$ cat config.mk
export PLATFORM = sky130hd
export DESIGN_NAME = wb_write_queue
export DESIGN_NICKNAME = d
export VERILOG_FILES = /design/src/rtl/wb_write_queue.sv
export SDC_FILE = /design/constraint.sdc
export NUM_CORES = 1
export LEC_CHECK = 0
export ABC_AREA = 1
export CAP_MARGIN = 20
export CORE_MARGIN = 5
export CORE_UTILIZATION = 31
export DETAILED_ROUTE_END_ITERATION = 10
export MAX_ROUTING_LAYER = met4
export PLACE_DENSITY_LB_ADDON = 0.2
export SLEW_MARGIN = 20
export SYNTH_ARGS = -nofsm -noshare
export SYNTH_HDL_FRONTEND = slang
export SYNTH_SLANG_ARGS = --single-unit
$ cat constraint.sdc
create_clock -name clk -period 3.8 [get_ports clk]
set_input_delay 0.76 -clock clk [delete_from_list [all_inputs] [get_ports clk]]
set_output_delay 0.76 -clock clk [all_outputs]
set_load 0.01 [all_outputs]
$ cat src/rtl/wb_write_queue.sv
// Register-file writeback queue: merges ALU and load writebacks in order, issues one write per cycle.
// Optional WB_STATS_EN adds saturating wr_count / stall_count outputs.
module wb_write_queue #(
  parameter int DEPTH = 4
) (
  input  logic        clk,
  input  logic        rst,
  input  logic        mem_valid,
  input  logic [3:0]  mem_reg,
  input  logic [15:0] mem_data,
  input  logic        alu_valid,
  input  logic [3:0]  alu_reg,
  input  logic [15:0] alu_data,
  output logic        in_ready,
  output logic        write_reg,
  output logic [3:0]  dst_reg,
  output logic [15:0] dst_data,
  output logic [15:0] pend_mask,
  output logic        ovf
`ifdef WB_STATS_EN
  ,
  output logic [15:0] wr_count,
  output logic [15:0] stall_count
`endif
);

  localparam int PTR_W = $clog2(DEPTH);
  localparam int CNT_W = $clog2(DEPTH + 1);

  logic [3:0]       ent_reg_q  [DEPTH];
  logic [15:0]      ent_data_q [DEPTH];
  logic [PTR_W-1:0] rd_ptr_q, rd_ptr_d;
  logic [PTR_W-1:0] wr_ptr_q, wr_ptr_d;
  logic [PTR_W-1:0] alu_slot;
  logic [CNT_W-1:0] count_q, count_d;
  logic             ovf_q, ovf_d;
  logic             mem_enq, alu_enq, deq;
  logic [15:0]      pend_all;

  // Ready depends on count alone so sources never see a path through the dequeue.
  assign in_ready = (count_q <= CNT_W'(DEPTH - 2));

  always_comb begin
    mem_enq  = mem_valid & in_ready & (mem_reg != 4'd0);
    alu_enq  = alu_valid & in_ready & (alu_reg != 4'd0);
    deq      = (count_q != '0);
    alu_slot = wr_ptr_q + PTR_W'(mem_enq);
    wr_ptr_d = wr_ptr_q + PTR_W'(mem_enq) + PTR_W'(alu_enq);
    rd_ptr_d = rd_ptr_q + PTR_W'(deq);
    count_d  = count_q + CNT_W'(mem_enq) + CNT_W'(alu_enq) - CNT_W'(deq);
    ovf_d    = ovf_q | ((mem_valid | alu_valid) & ~in_ready);
  end

  always_comb begin
    pend_all = '0;
    for (int i = 0; i < DEPTH; i++) begin
      if (CNT_W'(i) < count_q) pend_all[ent_reg_q[rd_ptr_q + PTR_W'(i)]] = 1'b1;
    end
  end

  // Reset cycle suppresses issue so a stale head never reaches the register file.
  always_comb begin
    write_reg = deq & ~rst;
    dst_reg   = write_reg ? ent_reg_q[rd_ptr_q]  : 4'd0;
    dst_data  = write_reg ? ent_data_q[rd_ptr_q] : 16'd0;
    pend_mask = rst ? 16'd0 : pend_all;
  end

  assign ovf = ovf_q;

  always_ff @(posedge clk) begin
    if (rst) begin
      rd_ptr_q <= '0;
      wr_ptr_q <= '0;
      count_q  <= '0;
      ovf_q    <= 1'b0;
    end else begin
      rd_ptr_q <= rd_ptr_d;
      wr_ptr_q <= wr_ptr_d;
      count_q  <= count_d;
      ovf_q    <= ovf_d;
    end
  end

  // Mem entry takes wr_ptr, alu the following slot: the load is the older instruction.
  always_ff @(posedge clk) begin
    if (mem_enq) begin
      ent_reg_q[wr_ptr_q]  <= mem_reg;
      ent_data_q[wr_ptr_q] <= mem_data;
    end
    if (alu_enq) begin
      ent_reg_q[alu_slot]  <= alu_reg;
      ent_data_q[alu_slot] <= alu_data;
    end
  end

`ifdef WB_STATS_EN
  logic [15:0] wr_count_q, stall_count_q;

  always_ff @(posedge clk) begin
    if (rst) begin
      wr_count_q    <= 16'd0;
      stall_count_q <= 16'd0;
    end else begin
      if (write_reg && (wr_count_q != 16'hFFFF)) wr_count_q <= wr_count_q + 16'd1;
      if ((mem_valid | alu_valid) && !in_ready && (stall_count_q != 16'hFFFF))
        stall_count_q <= stall_count_q + 16'd1;
    end
  end

  assign wr_count    = wr_count_q;
  assign stall_count = stall_count_q;
`endif

endmodule

# Word level (Yosys, flattened, before mapping)
# Memories as Yosys holds them, arrays and structs flattened. A register that Yosys moved wholly into a read port is not among the register bits.
# Cells that the tools add are included.
totals:
  out_inout_bits: 39
  romBits: 0
  latchBits: 0
  ram_bits: 80
  regBits: 8
  wordCells: 69
  n_memories: 2
mem_list:
  columns: ["name", "words", "word_bits", "read_ports", "rd_ports_with_merged_regs", "write_ports", "line", "text"]
  rows:
  - ["ent_data_q", 4, 16, 1, 1, 2, "31", "logic [15:0] ent_data_q [DEPTH];"]
  - ["ent_reg_q", 4, 4, 4, 1, 2, "30", "logic [3:0] ent_reg_q [DEPTH];"]
classes:
  n_reduce_logical: 7
  n_addsub: 9
  magnitude_cmp: 13
  mul: 0
  n_div: 0
  shifts: 0
  muxes: 21
  n_eq_ne: 0
  bitwise_logic: 13
ops:
  columns: ["operator", "n"]
  rows:
  - ["16-bit 2-to-1 mux", 6]
  - ["16-bit OR", 3]
  - ["4-bit by 5-bit < comparator with 1-bit output (second input constant)", 4]
  - ["1-bit demux with 4-bit select", 4]
  - ["4-bit by 1-bit greater-or-equal comparator with 1-bit output (second input constant)", 4]
  - ["1-bit 2-to-1 mux", 8]
  - ["4-bit nonzero test", 2]
  - ["2-bit by 1-bit adder with 2-bit output", 3]
  - ["3-bit by 1-bit adder with 3-bit output", 2]
  - ["1-bit AND", 6]
  - ["1-bit by 3-bit < comparator with 1-bit output (first input constant)", 2]
  - ["2-bit by 3-bit < comparator with 1-bit output (first input constant)", 2]
  - ["2-bit adder (second input constant)", 2]
  - ["1-bit logical AND", 4]
  - ["2-bit 2-to-1 mux", 2]
  - ["4-bit 2-to-1 mux", 1]
  - ["3-bit by 2-bit <= comparator with 1-bit output (second input constant)", 1]
  - ["3-bit nonzero test", 1]
  - ["3-bit by 1-bit subtractor with 3-bit output", 1]
  - ["2-bit by 1-bit adder with 2-bit output (second input constant)", 1]
  - ["1-bit NOT", 2]
  - ["1-bit OR", 2]

# Longest topological paths before layout
# An unclocked memory read counts as a cell.
logic_depth:
  word_depth: 13
  ltp_mapped: 14
  mapped_depth_nobuf: 13

# Least setup slack after synthesis
# OpenSTA, ideal clock, no wires.
synth_path:
  path_kind: "reg2reg"
  start: "register count_q[2]"
  end: "memory ent_data_q[0][0], enable pin"
  required_ps: 3423
  path_slack_ps: 745
  arrival_time_ps: 2679
  period_less_slack_ps: 3055
  stages_incl_launch_ff: 14
  path_cell_list: "dfxtp_1 > inv_1 > ha_1 > a21oi_4 > o31ai_4 > inv_1 > nor3_2 > ha_1 > xnor2_2 > inv_1 > nor2_1 > nand2_4 > buf_6 > nand2_1"
synth_rtl:
  columns: ["item", "line", "text"]
  rows:
  - ["start, declared", "35", "logic [CNT_W-1:0] count_q, count_d;"]
  - ["start signal, assigned", "80", "count_q <= count_d;"]
  - ["end, declared", "31", null]

# Worst setup path in the final report
layout_path:
  start: "register count_q[2]"
  end: "output port pend_mask[14]"
layout_via:
  elab_chain_len: 9
layout_rtl:
  columns: ["item", "line", "text"]
  rows:
  - ["1-bit by 3-bit < comparator with 1-bit output", "57", "if (CNT_W'(i) < count_q) pend_all[ent_reg_q[rd_ptr_q + PTR_W'(i)]] = 1'b1;"]
  - ["16-bit 2-to-1 mux", "57", null]
  - ["16-bit OR (no line)", null, null]
  - ["16-bit 2-to-1 mux", "57", null]
  - ["16-bit OR (no line)", null, null]
  - ["16-bit 2-to-1 mux", "57", null]
  - ["16-bit OR (no line)", null, null]
  - ["16-bit 2-to-1 mux *", "57", null]
  - ["16-bit 2-to-1 mux *", "66", "pend_mask = rst ? 16'd0 : pend_all;"]
  - ["end, declared", "18", "output logic [15:0] pend_mask,"]
# Every way passes the cells marked *; elsewhere a longest branch is shown, timed or not.

==> impl_metrics.json <==
{
  "status": "completed",
  "clock_sinks": 88,
  "antenna_found_initial": 0,
  "relSlewSlack": 0.511,
  "syn2layout_area_growth_pct": 21.1,
  "nets": 966,
  "drt-initial-drc-count": 354,
  "leakage_nw": 3.27,
  "finalMaxSlewViolations": 0,
  "synth_top_area_cell": "edfxtp_1",
  "syn_nets": 897,
  "pwr-share-clk": 0.135,
  "vias": 5773,
  "die_area_mm2": 0.0226,
  "via_per_inst": 4.88,
  "cp-start-kind": "flip-flop",
  "fin_crit_ns": 3.54,
  "die-width_um": 150,
  "layout_commonest_cell": "nand2_1",
  "power.internal_mw": 3.12,
  "grt_max_degree": 52,
  "sw_frac_of_total": 0.491,
  "nFillCells": 2076,
  "wl_per_cell_um": 15.9,
  "crit_type": "flip-flop to output pin",
  "hpwl_mm": 13.5,
  "drt-pass1-iter-count": 7,
  "fin_setup_tns_ns": 0,
  "core_area_mm2": 0.0194,
  "ff_latch_area_mm2": 0.00256,
  "whs_ns": 0.455,
  "drc_errors": 0,
  "ir_drop_uv": 271,
  "crit_required_ns": 3.04,
  "ant_nets": 0,
  "synthAdderAreaFrac": 0.0189,
  "ys_warn_count": 0,
  "io_pins": 83,
  "final-hold-violation-count": 0,
  "overflow": 0,
  "clock_latency_ns": 0.34,
  "final_util": 0.381,
  "synthSimpleGateAreaFrac": 0.414,
  "drive_gt1_frac": 0.0926,
  "synth.distinct_cells": 31,
  "muxShareOfSynthArea": 0,
  "cts-root-buf": "clkbuf_16",
  "cts_max_level": 3,
  "multiInputGateArea_mm2": 0.00304,
  "clock_skew_ns": 0.00570,
  "r2r_cells": 13,
  "setup_viol": 0,
  "synth_cells": 845,
  "cts-buffers-inserted": 9,
  "most-common-layout-cells": "nand2_1 (376), nand3_1 (137), clkdlybuf4s50_1 (82)",
  "die_h_um": 150,
  "cp.arrival_ns": 2.78,
  "syn_avg_cell_area_um2": 7.22,
  "pwr_density_cell_mw_per_mm2": 828,
  "io_buffers": 82,
  "synth_compound_area_frac": 0.0556,
  "tightest_slew_ns": 0.732,
  "row_count": 51,
  "drv_cap": 0,
  "synth_top_family_by_area": "simple AND/OR/NAND/NOR gates",
  "synth_area_mm2": 0.00610,
  "gr-usage-all-layers": 0.175,
  "power_frac_seq": 0.268,
  "place_congestion": 0.931,
  "synth-xor-area-share": 0.00697,
  "cts_tree": "built",
  "p_switching_mw": 3.00,
  "finalWirelength_mm": 18.8,
  "cts_hold_buf": 0,
  "seq_area_frac_synth": 0.420,
  "n_antenna_cell": 0,
  "grt_pass1_vias": 5391,
  "clk_pin_slew_ns": 0.07,
  "worst_setup_path_end_kind": "output pin",
  "finalCritPeriodShare": 0.932,
  "rsz0062_at_grt": "false",
  "grt_pass1_wl_mm": 30.0,
  "synthTopCellsByArea": "edfxtp_1 (39%), nand2_1 (23%), nand3_1 (11%)",
  "start_util": 0.315,
  "min_path_cells": 2,
  "critPathMaxFanout": 8,
  "max_freq_ghz": 0.282,
  "hp-class": "flip-flop to flip-flop",
  "combPwrFrac": 0.597,
  "synth_seq_cells": 88,
  "clk_path_buf_depth": 2,
  "synth_top_area_share": 0.394
}
==> cell type report <==
cell class	count	area share
inverter	47	0.0252
timing repair buffer	106	0.135
clock inverter	6	0.00626
clock buffer	9	0.0305
sequential	88	0.347
tap	265	0.0449
multi-input combinational	662	0.411
==> critical path: stages (launching register included) <==
cell	delay (ns)
dfxtp_1	0.50
inv_2	0.17
ha_1	0.32
a21oi_4	0.21
nand2_1	0.09
nor2_1	0.30
nand2_1	0.09
nand2_1	0.09
nor2_1	0.05
nor2_1	0.08
clkdlybuf4s50_1	0.54
==> metrics by stage <==
stage	worst slack [ns]	power [mW]	std cells	instance area [um2]
finish	0.258	6.12	1183	7390
global route	0.00170	6.64	1183	7390
CTS	0.107	6.17	1183	7380
detailed placement	0.322	5.33	1168	7110
global placement	0.308	5.33	1168	7110
floorplan	0.745	4.14	845	6100
==> registers in the layout, summed over array words and instances (netlist names) <==
register	cells
count_q	3
ent_data_q	64
ent_reg_q	16
ovf	1
rd_ptr_q	2
wr_ptr_q	2
==> final timing paths <==
path	endpoint	slack, ns	startpoint
min reg2reg	ovf	0.45	ovf
min	ovf	0.45	ovf
max reg2reg	count_q[2]	0.69	count_q[2]
max	pend_mask[14]	0.26	count_q[2]
==> timing repair <==
item | in CTS | in global routing
resized for setup | 0 | 3
endpoints found under the setup margin | 0 | 11
setup buffers | 0 | 0
==> routing by layer <==
metal / GRT usage / share of wire / vias up / routed length, um
met2: 0.290 / 0.50 / 164 / 9320
met1: 0.222 / 0.43 / 2673 / 8150
met4: 0.0517 / 0.016 / 0 / 308
met5: - / 0 / - / 0
met3: 0.0241 / 0.052 / 29 / 985
li1: - / - / 2907 / -
==> power by group through the flow <==
stage | logic [mW] | registers (mW) | clock network, mW
after floorplan | 2.53 | 1.61 | 0
after global placement | 3.67 | 1.66 | 0
after detailed placement | 3.66 | 1.66 | 0
after CTS | 3.67 | 1.64 | 0.848
after global routing | 4.07 | 1.67 | 0.894
final | 3.65 | 1.64 | 0.829
==> kinds of logic after synthesis <==
group,count (synthesis)
adder cells (fa/ha/maj),8
AO/OA/AOI/OAI,47
AND/OR/NAND/NOR,603
flip-flops,88
XOR/XNOR,4
buffers and inverters,95
==> cells in the mapped netlist <==
| master | instances |
|---|---|
| a21oi_1 | 3 |
| a21oi_2 | 4 |
| a21oi_4 | 1 |
| a22oi_1 | 16 |
| a31oi_1 | 17 |
| buf_2 | 12 |
| buf_4 | 2 |
| buf_6 | 17 |
| clkbuf_1 | 17 |
| dfxtp_1 | 8 |
| edfxtp_1 | 80 |
| fa_1 | 2 |
| ha_1 | 6 |
| inv_1 | 42 |
| inv_2 | 3 |
| inv_6 | 2 |
| nand2_1 | 376 |
| nand2_2 | 14 |
| nand2_4 | 1 |
| nand3_1 | 137 |
| nand3_2 | 1 |
| nor2_1 | 58 |
| nor2_2 | 13 |
| nor3_2 | 1 |
| nor4_1 | 2 |
| o21ai_0 | 2 |
| o21ai_1 | 3 |
| o31ai_4 | 1 |
| xnor2_1 | 1 |
| xnor2_2 | 1 |
| xor2_1 | 2 |
Power figures use the tool's default switching activity.
